<file path="src/rtl/shifter_3bit_right_pkg.sv">
// Shared ALU constants: shift opcodes and default datapath widths.
// Pure declarations; no logic, no latency.
package shifter_3bit_right_pkg;

  localparam int WIDTH_DEF   = 6;
  localparam int SHAMT_W_DEF = 3;

  localparam logic [3:0] OP_SRL = 4'b0110;
  localparam logic [3:0] OP_SRA = 4'b0111;

  function automatic logic is_shift_op(input logic [3:0] op);
    return (op == OP_SRL) || (op == OP_SRA);
  endfunction

endpackage

</file>
<file path="src/rtl/shift_right_core.sv">
// Combinational log2 right barrel shifter (stages 1,2,4,...), logical or arithmetic fill.
// Zero latency, no flow control; amounts >= WIDTH saturate to all-fill.
module shift_right_core #(
  parameter int WIDTH   = 6,
  parameter int SHAMT_W = 3
) (
  input  logic [WIDTH-1:0]   data,
  input  logic [SHAMT_W-1:0] amt,
  input  logic               arith,
  output logic [WIDTH-1:0]   result
);

  logic             w_fill;
  logic [WIDTH-1:0] w_stage [SHAMT_W+1];

  assign w_fill     = arith & data[WIDTH-1];
  assign w_stage[0] = data;

  for (genvar s = 0; s < SHAMT_W; s++) begin : g_stage
    localparam int SH = 1 << s;
    // A stage wider than the word flushes it entirely, which gives saturation for free.
    if (SH >= WIDTH) begin : g_sat
      assign w_stage[s+1] = amt[s] ? {WIDTH{w_fill}} : w_stage[s];
    end else begin : g_shift
      assign w_stage[s+1] = amt[s] ? {{SH{w_fill}}, w_stage[s][WIDTH-1:SH]} : w_stage[s];
    end
  end

  assign result = w_stage[SHAMT_W];

endmodule

</file>
<file path="src/rtl/shifter_3bit_right.sv">
// SRL/SRA ALU slice: decodes the opcode, registers X and shift_op with 1-cycle latency.
// Updates every cycle, no handshake; non-shift opcodes and reset load zeros.
module shifter_3bit_right
  import shifter_3bit_right_pkg::*;
#(
  parameter int WIDTH   = WIDTH_DEF,
  parameter int SHAMT_W = SHAMT_W_DEF
) (
  input  logic             clk,
  input  logic             rst,
  input  logic [3:0]       instruction,
  input  logic [WIDTH-1:0] A,
  input  logic [WIDTH-1:0] B,
  output logic [WIDTH-1:0] X,
  output logic             shift_op
);

  logic             w_is_shift;
  logic             w_arith;
  logic [WIDTH-1:0] w_result;
  logic             w_unused_b;

  assign w_is_shift = is_shift_op(instruction);
  assign w_arith    = (instruction == OP_SRA);
  assign w_unused_b = ^B[WIDTH-1:SHAMT_W];

  shift_right_core #(
    .WIDTH   (WIDTH),
    .SHAMT_W (SHAMT_W)
  ) u_core (
    .data   (A),
    .amt    (B[SHAMT_W-1:0]),
    .arith  (w_arith),
    .result (w_result)
  );

  logic [WIDTH-1:0] r_x;
  logic             r_shift_op;

  always_ff @(posedge clk) begin
    if (rst) begin
      r_x        <= '0;
      r_shift_op <= 1'b0;
    end else begin
      r_x        <= w_is_shift ? w_result : '0;
      r_shift_op <= w_is_shift;
    end
  end

  assign X        = r_x;
  assign shift_op = r_shift_op;

endmodule

</file>
<file path="config.mk">
export PLATFORM = sky130hd
export DESIGN_NAME = shifter_3bit_right
export DESIGN_NICKNAME = d
export VERILOG_FILES = /design/src/rtl/shifter_3bit_right_pkg.sv /design/src/rtl/shift_right_core.sv /design/src/rtl/shifter_3bit_right.sv
export SDC_FILE = /design/constraint.sdc
export NUM_CORES = 1
export LEC_CHECK = 0
export BUFFER_PORTS_ARGS = -buffer_cell sky130_fd_sc_hd__buf_2
export CAP_MARGIN = 20
export CORE_AREA = 2 2 39 41
export DETAILED_ROUTE_END_ITERATION = 6
export DIE_AREA = 0 0 41 43
export HOLD_SLACK_MARGIN = 0.05
export PLACE_DENSITY = 0.7
export SLEW_MARGIN = 0
export SYNTH_ARGS = -nofsm -noshare
export SYNTH_HDL_FRONTEND = slang
export SYNTH_HIERARCHICAL = 1
export SYNTH_SLANG_ARGS = --single-unit
</file>
<file path="constraint.sdc">
create_clock -name clk -period 2.9 [get_ports clk]
set_clock_uncertainty 0.15 [all_clocks]
set_input_delay 0.435 -clock clk [delete_from_list [all_inputs] [get_ports clk]]
set_output_delay 0.435 -clock clk [all_outputs]
set_load 0.02 [all_outputs]
</file>
Word-level counts from Yosys, hierarchy flattened. Cells that the tools add are included.

Flip-flop bits (word level): 7. Bits in latches: 0. Bits in writable memories: 0. ROM bits: 0. Input port bits: 18. Output and inout bits: 7. Word-level logic and storage cells: 11. Memories kept: 0.

Add/subtract/negate cells: 0. Multipliers: 0. Divide/modulo/power cells: 0. Order comparisons: 0. Equality and inequality tests: 2. Shifts and indexed selects: 0. Multiplexer cells: 3. Bitwise logic cells: 2. Reduce and logical (&&, ||, !) cells: 2.

Operators by type and width (count): 6-bit two-way mux (3); 4-bit by 3-bit == test with 1-bit output (second input constant) (2); 2-bit OR reduction (1); 1-bit bitwise AND (1); 1-bit logical OR (1); 1-bit NOT (1).

Logic depth before layout (Yosys ltp). Gate-level depths: netlist of run 1.

Depth in word-level cells: 5. Depth in mapped cells: 5. Gate-level depth less buffers: 5.

Modules after synthesis. Netlist of run 1, hierarchy kept.

By module, submodules not included: shifter_3bit_right (instances 1, cells each 15, area each 200.2 µm², sequential area each 140.1 µm²); shift_right_core (instances 1, cells each 25, area each 196.4 µm², sequential area each 0.0 µm²).

Worst setup path before layout of run 1. Ideal clock, no wire load.

Kind: input -> register. Start point: input instruction[1]. End point: register r_x[0], in the netlist X[0]. Setup time: 0.115 ns. Arrival: 1.345 ns. Data required time: 2.635 ns. Setup slack: 1.290 ns. Stages: 5. Path buffers: 0. Cells stage by stage: and4b_1 > mux2_1 > a22oi_1 > o21ai_1 > and2_1.

Word-level cells in the longest chain between the ends: 4. Elaborated cells on any way between the ends: 8. Those cells by class: 2 x eq/ne; 2 x mux; 2 x bitwise; 2 x reduce/logical.

RTL lines: from (decl) (line shifter_3bit_right.sv:11) `input logic [3:0] instruction,`; 4-bit by 3-bit == test with 1-bit output (line shifter_3bit_right.sv:24) `assign w_arith = (instruction == OP_SRA);`; 1-bit bitwise AND (line shift_right_core.sv:16) `assign w_fill = arith & data[WIDTH-1];`; 6-bit two-way mux (2 in a row) (line shift_right_core.sv:25) `assign w_stage[s+1] = amt[s] ? {{SH{w_fill}}, w_stage[s][WIDTH-1:SH]} : w_stage[s];`; via w_result[0] (line shifter_3bit_right.sv:20) `logic [WIDTH-1:0] w_result;`; to (signal assigned) (line shifter_3bit_right.sv:45) `r_x <= w_is_shift ? w_result : '0;`; to (decl) (line shifter_3bit_right.sv:37) `logic [WIDTH-1:0] r_x;`.

The timed path passes the listed nets, and every way through them passes these cells. A chain may end at the register's enable or synchronous reset.

Final worst setup path of run 1.
Start point: input instruction[1]. End point: register r_x[4], in the netlist X[4].

Word-level cells in the longest chain between the ends: 4. Elaborated cells on any way between the ends: 8. Those cells by class: 2 x eq/ne; 2 x mux; 2 x bitwise; 2 x reduce/logical.

RTL lines: 4-bit by 3-bit == test with 1-bit output (*) (line shifter_3bit_right.sv:24); via w_arith (line shifter_3bit_right.sv:19) `logic w_arith;`; 1-bit bitwise AND (*) (line shift_right_core.sv:16); 6-bit two-way mux (line shift_right_core.sv:25); 6-bit two-way mux (*) (line shift_right_core.sv:25); via w_result[4] (line shifter_3bit_right.sv:20).

The timed path passes the listed nets; every way through them passes the cells marked *.

==> impl_metrics.tcl, run 1 <==
set metrics [dict create \
    gp_congestion 0.838 \
    peakVddDrop_uv 97.5 \
    grt_pass1_wl_um 1410 \
    path_delay_family "simple AND/OR/NAND/NOR gates" \
    io_buffers 21 \
    max_stage_delay_ns 0.31 \
    cts_resized 0 \
    drc 0 \
    cts_num_sinks 7 \
    finalPower_uw 223 \
    syn_nets 58 \
    total_leakage_power_uw 0.000260 \
    grt_setup_unrepaired "false" \
    slew-limit-headroom 0.837 \
    ant_nets 0 \
    die_area_mm2 0.00176 \
    layout_min_cycle_time_ns 1.57 \
    post-route-util 0.388 \
    wl_met2_um 404 \
    grt_start_max_net_pins 11 \
    synth.distinct_cells 25 \
    area_delta_synth_final_pct 35.3 \
    hold_violations 0 \
    met1_length_um 354 \
    ys_warn_count 6 \
    die_width_um 41 \
    start_util 0.287 \
    core_mm2 0.00138 \
    cts_tree "done" \
    slew_viol_final 0 \
    switching_share 0.237 \
    tns_ns 0 \
    h-tree-depth 1 \
    worstPathArrival_ns 1.56 \
    regArea_um2 140 \
    die_y_um 43 \
    crit_fanout 5 \
    place_ws_ns 1.07 \
    dr_wl_met3_um 58 \
    cts_made_buffers 3 \
    antenna_found_initial 0 \
    ys_seq_area_frac 0.353 \
    hpwl_um 667 \
    power.internal_uw 170 \
    first_global_vias 366 \
    clkPwrFrac 0.387 \
    cts_root_buffer "clkbuf_4" \
    wl_per_cell_um 10.2 \
    drtIter0Drc 2 \
    cp_cell_sequence "buf_2 > and4b_1 > mux2_1 > a22oi_1 > o21ai_1 > and2_1" \
    fill_cells 155 \
    critPathLaunchType "primary input" \
    rows 14 \
    synth_flop_cell "dfxtp_1" \
    max_freq_mhz 638 \
    diodes 0 \
    critical_path_class "primary input to register" \
    num_vias 387 \
    synth.avg_cell_area_um2 9.92 \
    firstDrtPassIters 2 \
    track_usage 0.119 \
    routed_wl_um 817 \
    p_seq_frac 0.439 \
    cap_violations 0 \
    ios 25 \
    multiInputGateArea_um2 241 \
    hold_buffers 0 \
    clock_path_buffers 2 \
    viasPerCell 4.84 \
    syn_inst 40 \
    ys_ff_latch 7 \
    crit_buf_inv 1 \
    post_cts_buffers 0 \
    synth_edf_count 0 \
    setup_viol 0 \
    finalCritPeriodShare 0.540 \
    overflow 0 \
    fin_ws_ns 1.33 \
    endpoint_kind "register" \
    clk_pin_slew_ns 0.05 \
    drive_gt1_frac 0.422 \
    p_per_area_mw_per_mm2 415 \
    pwr-share-comb 0.174 \
    hp-class "primary input to register" \
    critPathSlowestCell "mux2_1" \
    required_ns 2.89 \
    status "finished, final reports clean" \
    tightest_slew_ns 0.245 \
    switchingPower_uw 52.8 \
    synthArstFlopShare 0 \
    netlist_area_um2 397 \
    layout.nets 83 \
    top_layer_used "met3" \
]
## stage by stage
stage	cells	hold WS [ns]	cell area, um^2
after floorplan	40	0.499	397
after global placement	76	0.669	510
after detailed placement	76	0.680	510
after CTS	80	0.418	537
after global routing	80	0.417	537
final	80	0.420	537
## flip-flops by register name (all words and copies together) (netlist names)
name,cells
X,6
shift_op,1
## metal layers
layer | track usage | up-vias
li1 | - | 197
met1 | 0.131 | 178
met2 | 0.175 | 12
met3 | 0.0366 | 0
met4 | 0.100 | 0
met5 | 0 | -
## layout make-up
| cell class | instances | share of cell area |
|---|---|---|
| multi-input combinational | 31 | 0.450 |
| sequential | 7 | 0.261 |
| timing repair buffer | 21 | 0.196 |
| clock buffer | 4 | 0.0490 |
| tap | 16 | 0.0373 |
| inverter | 1 | 0.00699 |
## cell families after synthesis
group,after synthesis,share of synthesized area
and+or+nand+nor,16,0.265
AOI/OAI and AO/OA,10,0.183
DFF,7,0.353
muxes,5,0.161
buffers and inverters,2,0.0378
## final timing paths
path | from | end | slack, ns | cells after the start
min | rst | shift_op | 0.42 | 2
max | instruction[1] | X[4] | 1.33 | 6
## power by group through the flow
stage               logic, uW  clock network [uW]  registers (uW)
global placement         38.6                   0            99.8
global route             44.2                98.6            97.9
finish                   38.8                86.2            97.9
CTS                      39.3                88.4            97.9
floorplan                21.5                   0             102
detailed placement       39.1                   0            99.8
## cell usage after synthesis, types with 2 or more instances
master,n,share of area
and2_1,6,0.095
dfxtp_1,7,0.35
mux2i_1,3,0.076
o21ai_1,2,0.025
o2bb2ai_1,2,0.044
## layout by cell type, fill, tap and decap left out, drive strengths merged, types with 2 or more instances in the layout
| master | count |
|---|---|
| dfxtp | 7 |
| buf | 21 |
| o2bb2ai | 2 |
| clkbuf | 4 |
| mux2i | 3 |
| o21ai | 3 |
| and2 | 6 |
(Power assumes the default switching activity.)
==> inputs of run 2 (changes only) <==
- clock period: 2.9 -> 1.5 ns (I/O delays scaled with it)
==> run 2 against run 1 <==
  * Sequential cell count stayed put
  * Total power is 94% higher
  * Routed wire length is 0.86% higher
  * Critical path type unchanged
  * Worst hold slack worse by 0.21 ns
==> impl_metrics.tcl, run 2 (synthesis gave the netlist of run 1 again) <==
set metrics [dict create \
    status "finished, final reports clean" \
    tns_ns 0 \
    required_ns 1.49 \
    finalCritPeriodShare 0.883 \
    wl_per_cell_um 10.0 \
    clk_pin_slew_ns 0.05 \
    clock_path_buffers 2 \
    ant_nets 0 \
    layout.nets 85 \
    slew-limit-headroom 0.823 \
    hold_violations 0 \
    clkPwrFrac 0.380 \
    grt_start_max_net_pins 9 \
    drive_gt1_frac 0.439 \
    diodes 0 \
    max_freq_mhz 755 \
    total_leakage_power_uw 0.000270 \
    cts_root_buffer "clkbuf_4" \
    critPathSlowestCell "mux2_1" \
    p_per_area_mw_per_mm2 784 \
    endpoint_kind "register" \
    largest_reg_flops 6 \
    cap_violations 0 \
    dpl_cell_area_um2 526 \
    area_delta_synth_final_pct 39.1 \
    cts_num_sinks 7 \
    die_width_um 41 \
    setup_viol 0 \
    final_cells 82 \
    cts_resized 0 \
    rows 14 \
    timing.hold.ws_ns 0.209 \
    ios 25 \
    hold_start "rst" \
    worstPathArrival_ns 1.31 \
    grt_pass1_wl_um 1360 \
    core_mm2 0.00138 \
    cp_cell_sequence "buf_2 > and4b_1 > mux2_1 > a22oi_1 > o21ai_1 > and2_1" \
    critical_path_class "primary input to register" \
    start_util 0.287 \
    peakVddDrop_uv 175 \
    cts_made_buffers 3 \
    grt_setup_unrepaired "false" \
    critPathLaunchType "primary input" \
    viasPerCell 4.62 \
    first_global_vias 353 \
    num_vias 379 \
    crit_buf_inv 1 \
    hold_buffers 0 \
    gp_congestion 0.885 \
    tightest_slew_ns 0.266 \
    pwr-share-comb 0.182 \
    path_delay_family "compound AO/OA/AOI/OAI gates" \
    hold-path-endpoint "shift_op" \
    drtIter0Drc 1 \
    switching_share 0.234 \
    power.internal_uw 331 \
    switchingPower_uw 101 \
    track_usage 0.115 \
    layout_min_cycle_time_ns 1.32 \
    fin_ws_ns 0.175 \
    die_y_um 43 \
    routed_wl_um 824 \
    placedCellCount 78 \
    antenna_found_initial 0 \
    crit_fanout 2 \
    max_stage_delay_ns 0.29 \
    final_area_um2 552 \
    mostFrequentLayoutCell "buf_2" \
    cts_tree "done" \
    p_seq_frac 0.438 \
    io_buffers 21 \
    overflow 0 \
    post_cts_buffers 0 \
    drc 0 \
    final_cell_mix "buf_2, dfxtp_1, and2_1, clkbuf_4, mux2i_1" \
    hp-class "primary input to register" \
    firstDrtPassIters 3 \
    place_ws_ns -0.0764 \
    slew_viol_final 0 \
    hpwl_um 693 \
    die_area_mm2 0.00176 \
    fill_cells 154 \
    hold_depth 2 \
    h-tree-depth 1 \
]
run 2: cell type report:
class / instances / area (um^2) / share of cell area
Multi-Input combinational cell: 31 / 241 / 0.438
Inverter: 1 / 3.75 / 0.00680
Clock buffer: 4 / 26.3 / 0.0476
Timing Repair Buffer: 23 / 120 / 0.218
Tap cell: 16 / 20.0 / 0.0363
Sequential cell: 7 / 140 / 0.254
run 2: layer usage:
layer | vias up | track usage | part of all wire
li1 | 203 | - | -
met1 | 164 | 0.137 | 0.41
met2 | 12 | 0.169 | 0.53
met3 | 0 | 0.0157 | 0.059
met4 | 0 | 0.100 | 0
met5 | - | 0 | 0
run 2: stage by stage:
stage | power (uW) | utilization
finish | 433 | 0.399
global route | 464 | 0.399
CTS | 440 | 0.399
detailed placement | 272 | 0.380
global placement | 271 | 0.380
floorplan | 238 | -
run 2: worst max path at each step:
stage | from | endpoint | cells past startpoint
2_1_floorplan | instruction[1] | X[0] | 5
5_1_grt | instruction[1] | X[0] | 6
3_3_place_gp | instruction[1] | X[4] | 6
3_5_place_dp | instruction[1] | X[0] | 6
4_1_cts | instruction[1] | X[0] | 6
6_report | instruction[1] | X[0] | 6
run 2: power groups by stage:
stage	Sequential (uW)	Clock (uW)	Combinational, uW
finish	189	164	78.8
global route	189	186	89.3
CTS	189	172	78.9
detailed placement	193	0	78.9
global placement	193	0	77.9
floorplan	196	0	41.5
==> inputs of run 3 (changes only) <==
- CTS_BUF_LIST: unset -> sky130_fd_sc_hd__clkbuf_8 sky130_fd_sc_hd__clkbuf_16
==> run 3 against run 2 <==
  * Fmax down 1.7%
  * Final cell count is the same
  * Setup slack got worse by 0.023 ns
  * Highest routed layer unchanged
  * Total power is 20% higher
==> impl_metrics.tcl, run 3 (synthesis gave the netlist of run 1 again) <==
set metrics [dict create \
    finalCritPeriodShare 0.898 \
    core_mm2 0.00138 \
    crit_fanout 2 \
    area_delta_synth_final_pct 43.8 \
    slew_viol_final 0 \
    num_vias 377 \
    diodes 0 \
    status "finished, final reports clean" \
    antenna_found_initial 0 \
    cts_num_sinks 7 \
    critPathLaunchType "primary input" \
    track_usage 0.115 \
    rows 14 \
    die_area_mm2 0.00176 \
    drtIter0Drc 1 \
    ant_nets 0 \
    start_util 0.287 \
    wl_per_cell_um 10.1 \
    layout_min_cycle_time_ns 1.35 \
    peakVddDrop_uv 233 \
    setup_viol 0 \
    slew-limit-headroom 0.823 \
    grt_setup_unrepaired "false" \
    layout.nets 85 \
    hold_violations 0 \
    die_y_um 43 \
    io_buffers 21 \
    critical_path_class "primary input to register" \
    post_cts_buffers 0 \
    die_width_um 41 \
    ios 25 \
    grt_start_max_net_pins 9 \
    cts_tree "done" \
    grt_pass1_wl_um 1360 \
    cts_made_buffers 3 \
    hp-class "primary input to register" \
    cts_root_buffer "clkbuf_8" \
    max_freq_mhz 742 \
    drc 0 \
    routed_wl_um 828 \
    tightest_slew_ns 0.266 \
    largest_reg_flops 6 \
    final_cells 82 \
    placedCellCount 78 \
    drive_gt1_frac 0.439 \
    gp_congestion 0.885 \
    required_ns 1.46 \
    final_cell_mix "buf_2, dfxtp_1, and2_1, clkbuf_8, mux2i_1" \
    mostFrequentLayoutCell "buf_2" \
    endpoint_kind "register" \
    clock_path_buffers 2 \
    clk_pin_slew_ns 0.04 \
    worstPathArrival_ns 1.31 \
    p_per_area_mw_per_mm2 909 \
    cap_violations 0 \
    firstDrtPassIters 4 \
    finalPower_uw 519 \
    viasPerCell 4.60 \
    hpwl_um 693 \
    cts_resized 0 \
    hold_buffers 0 \
    h-tree-depth 1 \
    total_leakage_power_uw 0.000282 \
    overflow 0 \
    first_global_vias 354 \
]
[run 3: worst paths after layout]
kind | cells after the start | from | slack, ns | to
worst max-delay path | 6 | instruction[1] | 0.15 | X[0]
worst min-delay path | 2 | rst | 0.23 | shift_op
[run 3: area by class of cell]
cell class / count / area [um^2]
clock buffer: 3 / 41.3
inverter: 1 / 3.75
clock inverter: 1 / 3.75
sequential: 7 / 140
tap: 16 / 20.0
timing repair buffer: 23 / 120
fill: 154 / 813
multi-input combinational: 31 / 241
[run 3: metal layers]
layer,global-route usage,wire length (um)
met5,0,0
met4,0.100,0
met3,0.0157,47
met2,0.169,433
met1,0.137,348
[run 3: worst max-delay path, stage by stage]
cell and delay, ns:
buf_2 0.10, and4b_1 0.21, mux2_1 0.29, a22oi_1 0.27
o21ai_1 0.08, and2_1 0.13
[run 3: power breakdown]
group	switching (uW)	leakage (uW)	internal [uW]
Combinational	37.5	0.000199	41.3
Sequential	0.446	0.0000566	190
Clock	73.7	0.0000269	176
Total	112	0.000282	407
[run 3: metrics by stage]
stage	utilization	TNS (ns)	worst slack [ns]	hold slack, ns	cell area [um^2]
floorplan	-	0	0.100	0.289	397
global placement	0.380	-0.145	-0.0764	0.458	526
detailed placement	0.380	-0.144	-0.0764	0.471	526
CTS	0.412	0	0.159	0.233	571
global route	0.412	0	0.0607	0.245	571
finish	0.412	0	0.152	0.234	571
